### config.mk
export PLATFORM = sky130hd
export DESIGN_NAME = rf_wb_ctrl
export DESIGN_NICKNAME = d
export VERILOG_FILES = /design/src/rtl/rf_pkg.sv /design/src/rtl/rf_scoreboard.sv /design/src/rtl/rf_wb_ctrl.sv
export SDC_FILE = /design/constraint.sdc
export NUM_CORES = 1
export LEC_CHECK = 0
export CORE_MARGIN = 8
export CORE_UTILIZATION = 25
export DETAILED_ROUTE_END_ITERATION = 7
export HOLD_SLACK_MARGIN = 0.03
export SYNTH_ARGS = -nofsm -noshare
export SYNTH_HDL_FRONTEND = slang
export SYNTH_SLANG_ARGS = --single-unit
### constraint.sdc
create_clock -name clk -period 2.6 [get_ports clk]
set_input_delay 0.65 -clock clk [delete_from_list [all_inputs] [get_ports clk]]
set_output_delay 0.65 -clock clk [all_outputs]
set_load 0.1 [all_outputs]
### src/rtl/rf_pkg.sv
// Shared types and sizes for the register-file write-back path.
package rf_pkg;

    localparam int XLEN = 32;
    localparam int NREG = 32;
    localparam int AW   = $clog2(NREG);

    // Producer port numbers, also the encoding of the round-robin pointer
    localparam logic PORT_ALU = 1'b0;
    localparam logic PORT_LSU = 1'b1;

    typedef struct packed {
        logic [AW-1:0]   rd;
        logic [XLEN-1:0] data;
    } wb_req_t;

endpackage

### src/rtl/rf_scoreboard.sv
// Pending-write scoreboard: tracks registers with an outstanding write,
// gates decode on WAW, and flags RAW hazards or bypass hits for rs1/rs2.
module rf_scoreboard
    import rf_pkg::*;
(
    input  logic            clk,
    input  logic            reset,
    input  logic            issue_valid,
    input  logic [AW-1:0]   issue_rd,
    output logic            issue_ready,
    input  logic            wr_valid,
    input  logic [AW-1:0]   wr_rd,
    input  logic [AW-1:0]   rs1,
    input  logic [AW-1:0]   rs2,
    output logic            hz_rs1,
    output logic            hz_rs2,
    output logic            byp_rs1,
    output logic            byp_rs2,
    output logic [NREG-1:0] pend
);

    logic            set_en;
    logic [NREG-1:0] set_mask;
    logic [NREG-1:0] clr_mask;

    // A register may be re-issued in the very cycle its previous write lands
    assign issue_ready = (issue_rd == '0) || !pend[issue_rd]
                      || (wr_valid && (wr_rd == issue_rd));

    // x0 never becomes pending, so it can never hazard
    assign set_en = issue_valid && issue_ready && (issue_rd != '0);

    // Build one-hot set/clear masks for this cycle
    always_comb begin
        // NOTE: every output gets a default first so no path leaves it unassigned (no latch).
        set_mask = '0;
        clr_mask = '0;
        if (set_en)
            set_mask[issue_rd] = 1'b1;
        if (wr_valid)
            clr_mask[wr_rd] = 1'b1;
    end

    // Pending mask update; OR-ing the set after the clear makes set win on a tie
    always_ff @(posedge clk or posedge reset) begin
        // NOTE: the mask is 32 plain flops, not a RAM, so it is safe and cheap to reset.
        if (reset)
            pend <= '0;
        else
            // NOTE: non-blocking so every flop samples pre-edge values regardless of order.
            pend <= (pend & ~clr_mask) | set_mask;
    end

    // The register landing this cycle is visible on rf_wdata, so it bypasses instead of stalling
    assign byp_rs1 = wr_valid && (wr_rd == rs1) && (rs1 != '0);
    assign byp_rs2 = wr_valid && (wr_rd == rs2) && (rs2 != '0);
    assign hz_rs1  = pend[rs1] && !byp_rs1;
    assign hz_rs2  = pend[rs2] && !byp_rs2;

endmodule

### src/rtl/rf_wb_ctrl.sv
// Write-back controller: round-robin arbitration of ALU and LSU onto the
// single RF write port, registered write outputs, and the pending scoreboard.
module rf_wb_ctrl
    import rf_pkg::*;
(
    input  logic            clk,
    input  logic            reset,
    input  logic            issue_valid,
    input  logic [AW-1:0]   issue_rd,
    output logic            issue_ready,
    input  logic            req0_valid,
    input  logic [AW-1:0]   req0_rd,
    input  logic [XLEN-1:0] req0_data,
    output logic            req0_ready,
    input  logic            req1_valid,
    input  logic [AW-1:0]   req1_rd,
    input  logic [XLEN-1:0] req1_data,
    output logic            req1_ready,
    output logic [AW-1:0]   rf_rd,
    output logic [XLEN-1:0] rf_wdata,
    output logic            rf_wen_n,
    input  logic [AW-1:0]   rs1,
    input  logic [AW-1:0]   rs2,
    output logic            hz_rs1,
    output logic            hz_rs2,
    output logic            byp_rs1,
    output logic            byp_rs2
);

    logic            rr_ptr;   // port preferred when both request
    logic            grant0;
    logic            grant1;
    wb_req_t         win;
    logic [NREG-1:0] pend;

    // Lone requester always wins; on contention the pointer decides
    assign grant0 = req0_valid && (!req1_valid || (rr_ptr == PORT_ALU));
    assign grant1 = req1_valid && (!req0_valid || (rr_ptr == PORT_LSU));
    assign req0_ready = grant0;
    assign req1_ready = grant1;

    assign win = grant1 ? wb_req_t'{rd: req1_rd, data: req1_data}
                        : wb_req_t'{rd: req0_rd, data: req0_data};

    // Register the winning request onto the RF port and advance the pointer past the winner
    always_ff @(posedge clk or posedge reset) begin
        if (reset) begin
            rf_wen_n <= 1'b1;
            rf_rd    <= '0;
            rf_wdata <= '0;
            rr_ptr   <= PORT_ALU;
        end else if (grant0 || grant1) begin
            rf_rd    <= win.rd;
            rf_wdata <= win.data;
            rf_wen_n <= (win.rd == '0);   // x0 writes are swallowed here
            rr_ptr   <= grant0 ? PORT_LSU : PORT_ALU;
        end else begin
            rf_wen_n <= 1'b1;
        end
    end

    rf_scoreboard u_sb (
        .clk         (clk),
        .reset       (reset),
        .issue_valid (issue_valid),
        .issue_rd    (issue_rd),
        .issue_ready (issue_ready),
        .wr_valid    (!rf_wen_n),
        .wr_rd       (rf_rd),
        .rs1         (rs1),
        .rs2         (rs2),
        .hz_rs1      (hz_rs1),
        .hz_rs2      (hz_rs2),
        .byp_rs1     (byp_rs1),
        .byp_rs2     (byp_rs2),
        .pend        (pend)
    );

    // A producer writing back a register decode never marked pending is a protocol error
    a_req0_pending: assert property (@(posedge clk) disable iff (reset)
        (grant0 && (req0_rd != '0)) |-> pend[req0_rd]);
    a_req1_pending: assert property (@(posedge clk) disable iff (reset)
        (grant1 && (req1_rd != '0)) |-> pend[req1_rd]);

endmodule

# After elaboration in Yosys (flattened, before gate mapping)
# Cells that the tools add are included.
# Widths: inputs -> output; s select.
# totals
ff_bits	71
romBits	0
n_memories	0
out_inout_bits	45
ramBits	0
latchBits	0
elab_cells	62
inputBits	94
# op_classes
n_lt_le_gt_ge	6
n_reduce_logical	29
n_mul	0
n_mux	15
addsub	0
n_bitwise	4
div	0
eq_ne	3
shifts	0
# op_table
operator	n
$mux 32	2
$mux 37	1
$and 32x32->32	1
$not 32->32	1
$or 32x32->32	1
$lt 5x6->1 const B	4
$bmux 1 s5	3
$eq 5x5->1	3
$reduce_bool 5->1	3
$logic_and 1x1->1	13
$demux 1 s5	2
$ge 5x1->1 const B	2
$logic_not 5->1	2
$mux 1	7
$logic_not 1->1	6
$logic_or 1x1->1	5
$not 1->1	1

# Logic depth before layout (Yosys ltp)
# depth
depth_word	9
mapped_depth	8
ltp_nobuf	5

# Cells and area by module
# Synthesis repeated with hierarchy kept, for this count alone.
# hier_totals
hier_cells	534
area_unflattened_um2	5107.4
# modules_own_cells
mod	instances	cells_each	area_per_inst_um2
rf_scoreboard	1	312	2890.3
rf_wb_ctrl	1	222	2217.1

# Worst setup path before layout
# OpenSTA, ideal clock, no wires.
# synth_timing
path_kind	reg-to-output
startpoint	register rf_rd[1]
endpoint	output port hz_rs1
path_buffers	1
setup_slack_ns	-4.232
t_required_ns	1.950
arrival_time_ns	6.182
stages_incl_launch_ff	7
cell_sequence	dfrtp_1 -> buf_1 -> nor4_1 -> nor3_1 -> a21oi_1 -> nor4_1 -> a21oi_1
# synth_via
elab_chain_len	5
# synth_rtl
element	line	source
from (decl)	rf_wb_ctrl.sv:19	output logic [AW-1:0] rf_rd,
from (signal assigned)	rf_wb_ctrl.sv:53	rf_rd <= win.rd;
$eq 5x5->1	rf_scoreboard.sv:55	assign byp_rs1 = wr_valid && (wr_rd == rs1) && (rs1 != '0);
$logic_and 1x1->1 (2 in a row)	rf_scoreboard.sv:55	
named net byp_rs1	rf_wb_ctrl.sv:26	output logic byp_rs1,
$logic_not 1->1	rf_scoreboard.sv:57	assign hz_rs1 = pend[rs1] && !byp_rs1;
$logic_and 1x1->1	rf_scoreboard.sv:57	
to (decl)	rf_wb_ctrl.sv:24	output logic hz_rs1,
# The timed path passes the listed nets, and every way through them passes these cells.

# Worst setup path in the final report
# layout_timing
startpoint	input port rs2[0]
endpoint	output port hz_rs2
# layout_via
elab_chain_len	5
elab_cells_between_ends	8
classes_between	1 x eq/ne; 2 x mux; 5 x reduce/logical
# layout_rtl
element	line	source
from (decl)	rf_wb_ctrl.sv:23	input logic [AW-1:0] rs2,
branches (longest 4 deep; another with $bmux 1 s5)	-	
$logic_and 1x1->1 *	rf_scoreboard.sv:58	assign hz_rs2 = pend[rs2] && !byp_rs2;
to (decl)	rf_wb_ctrl.sv:25	output logic hz_rs2,
# Every way passes the cells marked *. The select of a mux whose other input is x is not followed.

==> metrics.yaml <==
slew_viol_final: 0
grt_pass1_vias: 5209
cpLargestDelayFamily: "multiplexers"
rsz0062_at_grt: "true"
fillers: 1948
hold_viol: 0
powerDensity_nw_per_um2: 742.7
final_nets: 849
floorplan.initialDensity: 0.2557
worstPathArrival_ns: 2.27
coreArea_um2: 19590
dieWidth_um: 157.6
syn_inst: 572
share_seq_of_total_power: 0.281
cts_tree: "done"
cts_buffers: 9
fin_ws_ns: -0.3174
synth_cell_types: 49
r2r_end: "u_sb.pend[18]$_DFF_PP0_"
crit_path_max_incr_delay_ns: 0.51
worstMarginPinSlew_ns: 0.8683
relSlewSlack: 0.4211
grt-ovfl-total: 0
grt_usage: 0.1550
ys_async_sr_fraction: 1.000
synth_nets: 666
cp-end-kind: "output pin"
crit_chain: "buf_8 > buf_12 > mux4_2 > mux4_2 > mux2i_2 > nor2_4 > buf_12"
reg2reg_slack_ns: 0.25
htree_levels: 3
yosys.area_share.simple: 0.1446
reg2regPathDepth: 9
p_comb_frac: 0.478
yosys_warnings: 0
fmax_ghz: 0.3428
fin_cells: 1025
grt_pass1_wl_mm: 29.84
ys_ff_latch: 71
p_clk_frac: 0.241
cts_root_buf: "clkbuf_16"
placementRows: 51
period_share: 1.122
violations: "setup timing"
area_growth_pct: 56.07
first_pass_iters: 7
power.switching_mw: 2.453
drc: 0
crit_start: "rs2[0]"
vias: 5223
cellLeakagePower_nw: 3.195
status: "finished with violations"
globalplace.congestion: 0.9493
synth.area.mux_share: 0.1206
via_per_inst: 5.096
grt_max_degree: 94
cp.depth: 7
die_area_um2: 24830
drtIter0Drc: 387
setup.worst_path.start_class: "primary input"
crit_buf_inv: 3
port_buffers: 138
min_path_type: "flip-flop to flip-flop"
drive_gt1_frac: 0.3382
crit_required_ns: 1.95
synth_top_family_by_area: "compound AO/OA/AOI/OAI gates"
swShare: 0.4224
antenna_found_initial: 0
clkLatencyLatePin_ns: 0.35
hold_buffers: 0
io_pins: 139
crit_type: "primary input to output pin"
clockBufferDepth: 2
layout_commonest_cell: "buf_4"
p_total_mw: 5.807
cts.sinks: 71
final_core_util: 0.3991
synth_edf_count: 0
ys_seq_area_frac: 0.3549
internal_power_mw: 3.354
routed_wire_length_per_instance_um: 18.65
dpl.cell_count: 992
synthAdderAreaFrac: 0
synth_flop_cell: "dfrtp_1"
mostFrequentLayoutCells: "111 x buf_4, 77 x clkdlybuf4s50_1, 74 x nor2_1"
cp_max_fo: 5
fin_skew_ns: 0.01200
peakVddDrop_mv: 0.3603
clk_pin_slew_ns: 0.06
fp.dieH_um: 157.6
synth-compound-area-share: 0.2775
synth_xor_area_frac: 0.02273
cap_violations: 0
drt_wl_total_mm: 19.11
setup_viol: 3
antenna_cells: 0
final_antenna_net_count: 0
syn_area_per_cell_um2: 8.758
min_period_ns: 2.917
reg2reg_from: "u_sb.pend[1]$_DFF_PP0_"
endpoint: "hz_rs2"
netlist_area_um2: 5010
crit_slowest_cell: "mux4_2"
hpwl_mm: 13.39
[stage by stage]
stage / setup slack [ns] / area, um^2 / hold slack, ns / setup TNS [ns]
floorplan: -0.7092 / 5171 / 0.5177 / -2.195
CTS: -0.3233 / 7794 / 0.5575 / -0.6383
finish: -0.3174 / 7819 / 0.5488 / -0.4936
global route: -0.3660 / 7819 / 0.5922 / -0.6684
detailed placement: -0.8169 / 7126 / 0.5445 / -16.03
global placement: -0.8181 / 7126 / 0.5424 / -14.08
[synthesized netlist by cell type, drive strengths merged, types with 8 or more instances]
master,instances,area (um^2)
nor3,9,50.05
a31oi,37,231.5
mux4,17,382.9
o31ai,25,307.8
a22oi,15,112.6
o21ai,8,43.79
xnor2,10,87.58
inv,41,153.9
buf,21,125.1
nor2,77,289.0
o21a,18,135.1
o22ai,34,212.7
nand3b,9,75.07
a21oi,53,265.3
clkbuf,32,120.1
dfrtp,70,1752
mux2i,15,150.1
nand2,36,135.1
[metal layers]
layer,GRT usage,vias up,share of wire
li1,-,2457,-
met1,0.1893,2545,0.41
met2,0.2675,190,0.52
met3,0.02495,31,0.056
met4,0.06120,0,0.021
met5,0,-,0
[worst min-delay path by stage]
stage,depth (start not counted),slack (ns),end,start
6_report,2,0.55,rf_wdata[31]$_DFFE_PP0N_,rf_wdata[31]$_DFFE_PP0N_
3_5_place_dp,2,0.54,rf_wdata[31]$_DFFE_PP0N_,rf_wdata[31]$_DFFE_PP0N_
5_1_grt,2,0.59,rf_wdata[31]$_DFFE_PP0N_,rf_wdata[31]$_DFFE_PP0N_
2_1_floorplan,2,0.52,u_sb.pend[10]$_DFF_PP0_,u_sb.pend[10]$_DFF_PP0_
4_1_cts,2,0.56,rf_wdata[31]$_DFFE_PP0N_,rf_wdata[31]$_DFFE_PP0N_
3_3_place_gp,2,0.54,rf_wdata[31]$_DFFE_PP0N_,rf_wdata[31]$_DFFE_PP0N_
[cell type report]
class                   instances  area, um^2  share of cell area
multi-input cells             407        3113              0.3981
repair buffers                225        2097              0.2682
flip-flops and latches         71        1788              0.2287
well taps                     265       331.6             0.04241
clock buffers                  10       239.0             0.03056
inverters                      41       158.9             0.02032
clock inverters                 6       91.34             0.01168
[state kept, by name (all words and copies together) (netlist names)]
signal and cells:
u_sb.pend 32, rr_ptr 1, rf_rd 5, rf_wdata 32, rf_wen_n 1
[power by group through the flow]
| stage | combinational, mW | sequential (mW) | clock, mW |
|---|---|---|---|
| floorplan | 1.22 | 2.13 | 0 |
| global placement | 2.60 | 1.64 | 0 |
| detailed placement | 2.61 | 1.63 | 0 |
| CTS | 2.72 | 1.62 | 1.43 |
| global route | 2.93 | 1.65 | 1.49 |
| finish | 2.78 | 1.63 | 1.40 |
[kinds of logic after synthesis]
| group | count (synthesis) |
|---|---|
| AOI/OAI and AO/OA | 199 |
| and+or+nand+nor | 157 |
| buffers and inverters | 94 |
| DFF | 71 |
| muxes | 38 |
| xor gates and xnor gates | 13 |
[worst reg2reg max path, stage by stage (launching register included)]
cell and delay (ns):
dfrtp_1 0.41, buf_6 0.14, mux2_4 0.25, a222oi_1 0.36
a22o_4 0.19, o21ai_4 0.08, buf_4 0.14, buf_4 0.12
buf_4 0.27, o31ai_2 0.29
[timing repair]
item | CTS | global route
endpoints found under the setup margin | 35 | 5
hold endpoints to repair | 0 | 0
gates resized for setup | 92 | 18
setup buffers | 13 | 5
pin swaps | 23 | 5
gates cloned | 2 | 0
No activity file was read; power rests on OpenSTA's default activity.
==> variant, RTL diff (same flow settings) <==
Change the package constant `XLEN` from 32 to 16.
--- a/src/rtl/rf_pkg.sv
+++ b/src/rtl/rf_pkg.sv
@@ -1,7 +1,7 @@
 // Shared types and sizes for the register-file write-back path.
 package rf_pkg;
 
-    localparam int XLEN = 32;
+    localparam int XLEN = 16;
     localparam int NREG = 32;
     localparam int AW   = $clog2(NREG);
 
Ports: changed (resized req0_data, req1_data and rf_wdata); port bits go from 139 to 91. The function was not compared with the original's and may differ.
==> variant against the unedited design <==
The flow still finishes with violations (negative setup slack); worst setup slack better by 130 ps; maximum frequency up 4.6%; die area down 15%; global-route usage up 0.53 points; design area down 18%; largest cell class unchanged; wire length down 10%; synthesized area down 16%; total power down 17%; sequential cell count down 16; combinational power down 12%; core utilization down 0.78 points; sequential power about the same.
==> variant: results <==
INSERT INTO impl_metrics (metric_group, metric, value, unit) VALUES
('sta', 'timing.max_slew.rel_slack', '0.502', ''),
('placement', 'dp.final_hpwl', '12600', 'um'),
('routing', 'first_iter_violations', '267', ''),
('worst_setup_path', 'r2r_start', 'rf_rd[4]$_DFFE_PP0N_', ''),
('sta', 'setup_viol_count_final', '4', ''),
('sta', 'final.setup.worst_slack', '-189', 'ps'),
('worst_setup_path', 'worst_setup_sp', 'issue_rd[0]', ''),
('worst_setup_path', 'timing.critical_path.to', 'issue_ready', ''),
('routing', 'drt-pass1-iter-count', '4', ''),
('worst_setup_path', 'timing.reg2reg.setup_slack', '600', 'ps'),
('outcome', 'outcome', 'finished with violations', ''),
('synth', 'synth.net_count', '504', ''),
('power', 'p_leak', '0.00255', 'uW'),
('global_routing', 'largest_net_degree_at_the_start_of_global_routing', '52', ''),
('worst_setup_path', 'arrival_time_of_data_at_the_critical_path_endpoint', '2140', 'ps'),
('routing', 'dr_total_vias', '4417', ''),
('global_routing', 'globalRouteTotalUtil', '0.160', ''),
('global_routing', 'grt_antenna_before_repair', '1', ''),
('outcome', 'failed_checks', 'negative setup slack', ''),
('placement', 'dp.cells', '788', '');
## variant: cell count changes in the layout (fill, tap and decap cells not counted), sizes merged, moves of 17 or more
cell	unedited run	this run
o211ai	1	18
a21oi	53	25
o21ai	8	35
a31oi	37	17
clkdlybuf4s50	77	46
o31ai	25	0
nor2	77	33
## variant: logic make-up after synthesis
group / share of synthesized area
compound gates: 0.252
buf+inv: 0.0646
simple gates: 0.161
flops: 0.329
xor+xnor: 0.0272
mux: 0.166
## variant: cell type report
type,count,area share
clock inverter,1,0.00136
timing repair buffer,187,0.277
inverter,25,0.0151
multi-input combinational,325,0.426
tap,220,0.0427
sequential,55,0.216
clock buffer,7,0.0221
## variant: what timing repair did
item / CTS / global route
buffers inserted: 12 / 10
pin swaps: 16 / 5
setup endpoints to repair: 5 / 5
resized for setup: 79 / 13
cloned: 3 / 0
## variant: power breakdown
part	total, uW	switching [uW]	internal (uW)
registers	1630	489	1150
clock network	738	350	388
logic	2440	1350	1090
total	4810	2190	2630
